**src/rtl/sysmem_ctrl.sv**
```systemverilog
// picorv32 native-bus bridge to four byte-lane BRAMs (registered output).
// Decodes one address window, sequences the BRAM access and returns a one-cycle mem_ready.
//
// state      | meaning
// -----------+----------------------------------------------------------
// ST_IDLE    | waiting for a request that hits the window
// ST_ACCESS  | address/data on the lanes, CE high, WE = latched strobes
// ST_WAIT    | read only: CE held high while the BRAM output register fills
// ST_ACK     | mem_ready pulse, RAM idle, back to ST_IDLE
module sysmem_ctrl #(
  parameter int          ADDR_W    = 10,
  parameter logic [31:0] BASE_ADDR = 32'h0000_0000,
  parameter int          READ_LAT  = 2
) (
  input  logic              clka,
  input  logic              rsta,
  input  logic              mem_valid,
  input  logic [31:0]       mem_addr,
  input  logic [31:0]       mem_wdata,
  input  logic [3:0]        mem_wstrb,
  output logic              mem_ready,
  output logic [31:0]       mem_rdata,
  output logic              sel,
  output logic [ADDR_W-1:0] ram_addr,
  output logic              ram_cea,
  output logic [3:0]        ram_wea,
  output logic [31:0]       ram_dia,
  input  logic [31:0]       ram_doa
);

  localparam int CNT_W = (READ_LAT > 1) ? $clog2(READ_LAT) : 1;
  localparam logic [CNT_W-1:0] CNT_LOAD = CNT_W'(READ_LAT - 1);

  localparam logic [1:0] ST_IDLE   = 2'd0;
  localparam logic [1:0] ST_ACCESS = 2'd1;
  localparam logic [1:0] ST_WAIT   = 2'd2;
  localparam logic [1:0] ST_ACK    = 2'd3;

  logic [1:0]       state;
  logic [3:0]       wstrb_q;
  logic [CNT_W-1:0] cnt;
  logic             hit;
  logic             unused_addr_lsb;

  assign hit = (mem_addr[31:ADDR_W+2] == BASE_ADDR[31:ADDR_W+2]);
  assign sel = mem_valid & hit;
  assign unused_addr_lsb = ^mem_addr[1:0];

  // Gated by rsta so no lane can be written or enabled during any reset cycle
  assign ram_cea = ~rsta & ((state == ST_ACCESS) | (state == ST_WAIT));
  assign ram_wea = (~rsta && state == ST_ACCESS) ? wstrb_q : 4'b0000;

  always_ff @(posedge clka) begin
    if (rsta) begin
      state     <= ST_IDLE;
      mem_ready <= 1'b0;
      mem_rdata <= '0;
      ram_addr  <= '0;
      ram_dia   <= '0;
      wstrb_q   <= '0;
      cnt       <= '0;
    end else begin
      mem_ready <= 1'b0;
      case (state)
        ST_IDLE: begin
          if (sel) begin
            ram_addr <= mem_addr[ADDR_W+1:2];
            ram_dia  <= mem_wdata;
            wstrb_q  <= mem_wstrb;
            state    <= ST_ACCESS;
          end
        end
        ST_ACCESS: begin
          if (wstrb_q != 4'b0000) begin
            // A master that has already dropped mem_valid gets no ready pulse
            mem_ready <= mem_valid;
            state     <= ST_ACK;
          end else begin
            cnt   <= CNT_LOAD;
            state <= ST_WAIT;
          end
        end
        ST_WAIT: begin
          if (cnt == '0) begin
            mem_rdata <= ram_doa;
            mem_ready <= mem_valid;
            state     <= ST_ACK;
          end else begin
            cnt <= cnt - 1'b1;
          end
        end
        ST_ACK: begin
          state <= ST_IDLE;
        end
        default: begin
          state <= ST_IDLE;
        end
      endcase
    end
  end

endmodule

```
**config.mk**
```make
export PLATFORM = sky130hd
export DESIGN_NAME = sysmem_ctrl
export DESIGN_NICKNAME = d
export VERILOG_FILES = /design/src/rtl/sysmem_ctrl.sv
export SDC_FILE = /design/constraint.sdc
export NUM_CORES = 1
export LEC_CHECK = 0
export ABC_AREA = 1
export ABC_CLOCK_PERIOD_IN_PS = 2200
export BUFFER_PORTS_ARGS = -buffer_cell sky130_fd_sc_hd__buf_4
export CAP_MARGIN = 20
export CORE_MARGIN = 2
export CORE_UTILIZATION = 45
export DETAILED_ROUTE_END_ITERATION = 10
export PLACE_DENSITY = 0.8
export RECOVER_POWER = 50
export SLEW_MARGIN = 25
export SYNTH_ARGS = -nofsm -noshare
export SYNTH_HDL_FRONTEND = slang
export SYNTH_SLANG_ARGS = --single-unit
```
**constraint.sdc**
```tcl
create_clock -name clka -period 2.2 [get_ports clka]
set_clock_uncertainty 0.2 [all_clocks]
set_input_delay 0.22 -clock clka [delete_from_list [all_inputs] [get_ports clka]]
set_output_delay 0.22 -clock clka [all_outputs]
set_load 0.02 [all_outputs]
```
==> summary.txt, run 1 <==
row count = 32
final net count = 833
routed wire length = 10.8 mm
unrepaired setup endpoints after global routing = no
status = completed
Starting Density = 46.5%
Slew headroom = 75.6%
Max Fanout on Critical Path = 4
clk buf depth = 2
CTS tree = yes
CTS sink count = 82
Die Ht = 93.3 µm
DRC Markers = 0
final hold viol count = 0
die area = 8710 µm²
dpl hpwl = 7.18 mm
Pwr per Cell Area = 833 nW/µm²
Max Cap Viol = 0
routed len/inst = 13.0 µm
count of final setup violators = 0
CP Launch Type = register
Slew @ Worst Pin = 0.366 ns
antenna violations before repair = 0
post-layout min period = 1.97 ns
WS Path Type = register to register
final period utilization = 89.6%
VDD IR max = 0.644 mV
TritonCTS buffer count = 9
root buffer cell = clkbuf_8
Final Util = 68.6%
post-synthesis cell area = 3590 µm²
most used cell, CP = inv_1
sequence of cells on the critical path = inv_1, ha_1, inv_1, nor2_1, nand2_1, dlygate4sd3_1, a21oi_1
cell family with most CP delay = buffers and inverters
largest net degree at the start of global routing = 37
Syn Inst Count = 521
fin cells = 832
area leader, netlist = dfxtp_1
proportion of layout cells with a drive suffix above 1 = 19.0%
synthesized area per cell = 6.89 µm²
Cell variety after synth = 20
Worst Path Buf+Inv = 3
Vias = 4083
Crit. End Element = register
area growth from synthesis to layout = 47.7%
worst endpoint data arrival time = 2.04 ns
Post-CTS Setup Repair Bufs = 0
setup TNS = 0 ns
DR vias/cell = 4.91
FMAX = 508 MHz
Tot Pwr = 4.42 mW
placed insts = 783
total core area = 7730 µm²
gpl congestion = 0.811
Final ANT Viol Nets = 0
Pleak = 2.54 nW
Port Buf Inserts = 181
ANT cells = 0
Worst path max stage delay = 0.55 ns
CP max-delay cell = dlygate4sd3_1
clk_lat worst skew = 0.34 ns
first-pass GRT wire length = 17.2 mm
Synth area leaders = dfxtp_1 46%, nor2_1 19%, nand4_1 8.2%
CTS clock-pin slew for the worst setup and hold paths = 0.09 ns
Syn Nets = 628
post-synth top area share = 45.7%
number of top-level pins = 184
gr usage total = 24.3%
GR Overflow Total = 0
vias in the first global route = 3891
1st-pass router iterations = 4
initial DRC count = 144
Die Span X = 93.3 µm
Seq cells post-synth = 82
WP data required = 2.27 ns
Final Max Tran Viols = 0
Hold WC Path Type = primary input to register
synth warn = 0
Min Hold Slack = 0.0203 ns
sequential element share of the synthesized area = 45.7%
H-tree levels = 3
[logic make-up (layout without fill, tap and decap cells)]
kind of cell	count (synthesis)	in the layout	synth area share (%)
adder cells (fa/ha/maj)	4	4	1.39
AO/OA/AOI/OAI	39	39	5.44
flip-flops	82	82	45.7
buffers and inverters	94	303	11.4
AND/OR/NAND/NOR	302	302	36.1
[per-layer routing]
layer	routed length [µm]	share of wire [%]	track usage, %
met5	0	0	0
met4	243	2.3	10.4
met3	912	8.4	6.20
met2	5370	50	44.2
met1	4270	40	26.7
[registers in the layout (all words and copies together) (netlist names)]
signal / count
state: 2
wstrb_q: 4
mem_ready: 1
cnt: 1
ram_addr: 10
mem_rdata: 32
ram_dia: 32
[tightest hold or removal path: stages]
cell	delay [ns]
buf_4	0.08
inv_1	0.03
nand4_1	0.07
nand2_1	0.05
nor2_1	0.08
[per-stage QoR]
| step | setup WS, ns | instance area [µm²] |
|---|---|---|
| after CTS | 0.217 | 5600 |
| after global routing | 0.0987 | 5300 |
| after floorplan | 0.523 | 3590 |
| after detailed placement | 0.394 | 5040 |
| final | 0.230 | 5300 |
| after global placement | 0.406 | 5040 |
[cell usage in the layout, fill, tap and decap left out, drive strengths merged, types with 2 or more instances in the layout]
cell | Yosys | final
o21ai | 33 | 33
nand2 | 61 | 61
a21oi | 6 | 6
ha | 4 | 4
buf | 21 | 117
nor2 | 186 | 186
inv | 61 | 61
nand3 | 6 | 6
dfxtp | 82 | 82
clkbuf | 12 | 87
dlygate4sd3 | 0 | 34
bufinv | 0 | 2
nand4 | 47 | 47
[cell type report]
cell class | instances | area (µm²)
clock buffers | 11 | 141
multi-input cells | 345 | 1550
well taps | 102 | 128
inverters | 61 | 229
flip-flops and latches | 82 | 1640
fillers | 703 | 2420
clock inverters | 4 | 76.3
repair buffers | 227 | 1540
[report_power, final]
| part | switching [mW] | internal [mW] |
|---|---|---|
| clock network | 0.531 | 0.667 |
| registers | 0.112 | 1.69 |
| logic | 0.954 | 0.467 |
| total | 1.60 | 2.82 |
[path summary, 6_finish.rpt]
check / start / endpoint / slack, ns / depth (start not counted)
max: state[0]$_SDFFE_PP0P_ / mem_ready$_SDFF_PP0_ / 0.23 / 7
max reg2reg: state[0]$_SDFFE_PP0P_ / mem_ready$_SDFF_PP0_ / 0.23 / 7
min reg2reg: ram_dia[12]$_SDFFE_PP0P_ / ram_dia[12]$_SDFFE_PP0P_ / 0.27 / 2
min: mem_wdata[25] / ram_dia[25]$_SDFFE_PP0P_ / 0.02 / 5
[cells in the mapped netlist, drive strengths merged]
master    n
ha        4
nand2    61
o21ai    33
a21oi     6
nand4    47
inv      61
clkbuf   12
nor3      1
buf      21
or2       1
dfxtp    82
nand3     6
nor2    186
[repair_timing]
item                      4_1_cts  5_1_grt
resized for setup               0        0
hold buffers                   34        0
hold endpoints to repair       33        0
(Power assumes the default switching activity.)
==> run 2, diff against run 1 <==
--- a/config.mk
+++ b/config.mk
@@ -9,10 +9,12 @@
 export ABC_CLOCK_PERIOD_IN_PS = 2200
 export BUFFER_PORTS_ARGS = -buffer_cell sky130_fd_sc_hd__buf_4
 export CAP_MARGIN = 20
+export CELL_PAD_IN_SITES_DETAIL_PLACEMENT = 2
+export CELL_PAD_IN_SITES_GLOBAL_PLACEMENT = 2
 export CORE_MARGIN = 2
-export CORE_UTILIZATION = 45
+export CORE_UTILIZATION = 23
 export DETAILED_ROUTE_END_ITERATION = 10
-export PLACE_DENSITY = 0.8
+export PLACE_DENSITY = 0.81
 export RECOVER_POWER = 50
 export SLEW_MARGIN = 25
 export SYNTH_ARGS = -nofsm -noshare
==> summary.txt, run 2 (synthesis results as in run 1) <==
status = completed
total core area = 15200 µm² (+97%)
Slew headroom = 68.2% (-7.4 points)
Worst path max stage delay = 0.56 ns (about the same)
Post-CTS Setup Repair Bufs = 0 (unchanged)
Final Worst Setup Slack = 0.186 ns (-0.0440 ns)
FMAX = 496 MHz (-2.2%)
routed wire length = 14.7 mm (+36%)
design area = 5510 µm² (+3.9%)
Pleak = 2.57 nW (+1.3%)
Worst R2R Path Depth = 7 (unchanged)
Port Buf Inserts = 181 (unchanged)
DR vias/cell = 4.53 (-7.6%)
number of top-level pins = 184 (unchanged)
first-pass GRT wire length = 23.6 mm (+37%)
CTS clock-pin slew for the worst setup and hold paths = 0.06 ns (-0.03 ns)
VDD IR max = 0.483 mV (-25%)
WS Path Type = register to register
CP endpoint = mem_ready$_SDFF_PP0_
DRC Markers = 0 (unchanged)
setup TNS = 0 ns (unchanged)
root buffer cell = clkbuf_16
worst endpoint data arrival time = 2.08 ns (+0.04 ns)
CTS tree = yes
reg-to-reg slack, setup = 0.19 ns (-0.04 ns)
Starting Density = 23.6% (-23 points)
post-layout min period = 2.01 ns (+0.0440 ns)
TritonCTS buffer count = 9 (unchanged)
dpl hpwl = 9.95 mm (+39%)
die area = 16600 µm² (+91%)
proportion of layout cells with a drive suffix above 1 = 19.0% (-0.059 points)
CP max-delay cell = dlygate4sd3_1
CTS sink count = 82 (unchanged)
most common cell after layout, fill and taps aside = nor2_1
gpl congestion = 0.773 (-4.7%)
fin cells = 915 (+10%)
final net count = 830 (-0.36%)
Die Ht = 129 µm (+38%)
Crit. End Element = register
Slew @ Worst Pin = 0.478 ns (+0.111 ns)
Pwr per Cell Area = 884 nW/µm² (+6.2%)
vias in the first global route = 4747 (+22%)
unrepaired setup endpoints after global routing = no
1st-pass router iterations = 4 (unchanged)
count of final setup violators = 0 (unchanged)
worst r2r src = state[0]$_SDFFE_PP0P_
CP Launch Type = register
DP Worst Slack = 0.372 ns (-0.0220 ns)
Hold WC Path Type = primary input to register
Die Span X = 129 µm (+38%)
Final ANT Viol Nets = 0 (unchanged)
gr usage total = 18.1% (-6.2 points)
area growth from synthesis to layout = 53.5%
Final Util = 36.3% (-32 points)
GR Overflow Total = 0 (unchanged)
Vias = 4147 (+1.6%)
most frequent cells in the layout = 179 x nor2_1, 109 x buf_4, 82 x dfxtp_1, 77 x clkbuf_1
top flop regs = mem_rdata x32, ram_dia x32, ram_addr x10
final period utilization = 91.6% (+2.0 points)
most used cell, CP = inv_1
CP Launch Point = state[0]$_SDFFE_PP0P_
Final Max Tran Viols = 0 (unchanged)
dpl cell area = 5150 µm² (+2.3%)
H-tree levels = 3 (unchanged)
largest net degree at the start of global routing = 47 (+27%)
final hold viol count = 0 (unchanged)
sequence of cells on the critical path = inv_1, ha_1, inv_1, nor2_1, nand2_1, dlygate4sd3_1, a21oi_1
initial DRC count = 152 (+5.6%)
Max Fanout on Critical Path = 4 (unchanged)
antenna violations before repair = 0 (unchanged)
WP data required = 2.27 ns (about the same)
RR Endpoint = mem_ready$_SDFF_PP0_
row count = 45 (+41%)
Max Cap Viol = 0 (unchanged)
placed insts = 866 (+11%)
ANT cells = 0 (unchanged)
post-CTS sizing = 0 (unchanged)
routed len/inst = 16.0 µm (+24%)
clk_lat worst skew = 0.34 ns (about the same)
clk buf depth = 2 (unchanged)
==> run 2: area by class of cell <==
type	count	area (µm²)
Fill cell	1824	9690
Sequential cell	82	1640
Multi-Input combinational cell	345	1560
Timing Repair Buffer	224	1540
Clock buffer	13	270
Tap cell	188	235
Inverter	61	229
Clock inverter	2	35.0
==> run 2: per-layer routing <==
metal	vias to the layer above	track usage (%)	routed length, µm
met5	-	0	0
li1	2022	-	-
met2	132	34.5	7670
met3	18	5.36	900
met4	0	5.88	246
met1	1975	19.1	5870
==> run 2: worst min-delay path by stage <==
stage | from | endpoint | slack, ns | cells after the start
after global routing | mem_wdata[11] | ram_dia[11]$_SDFFE_PP0P_ | 0.03 | 5
after floorplan | mem_valid | mem_ready$_SDFF_PP0_ | 0.15 | 2
after CTS | mem_wdata[6] | ram_dia[6]$_SDFFE_PP0P_ | 0.01 | 5
final | mem_wdata[31] | ram_dia[31]$_SDFFE_PP0P_ | 0.02 | 5
after global placement | ram_doa[15] | mem_rdata[15]$_SDFFE_PP0P_ | 0.24 | 3
after detailed placement | ram_doa[6] | mem_rdata[6]$_SDFFE_PP0P_ | 0.25 | 3
==> run 2: per-stage QoR <==
stage | hold slack (ns) | power [mW]
after CTS | 0.0112 | 5.09
after global placement | 0.243 | 3.34
final | 0.0236 | 4.87
after detailed placement | 0.255 | 3.43
after floorplan | 0.145 | 2.67
after global routing | 0.0330 | 5.19
==> run 2: critical path: cells and delay by family (launching register included) <==
kind	cells	cell delay (ns)
flops	1	0.39
simple gates	2	0.21
fa+ha+maj	1	0.30
buf+inv	3	0.73
compound gates	1	0.12
==> run 2: timing repair <==
action / 4_1_cts / 5_1_grt
hold buffers: 34 / 0
setup endpoints to repair: 0 / 0
hold endpoints to repair: 33 / 0
==> run 2: where the power goes <==
part           total, mW  switching [mW]  internal [mW]
clock network       1.55           0.590          0.964
registers           1.81           0.120           1.69
logic               1.51            1.03          0.480
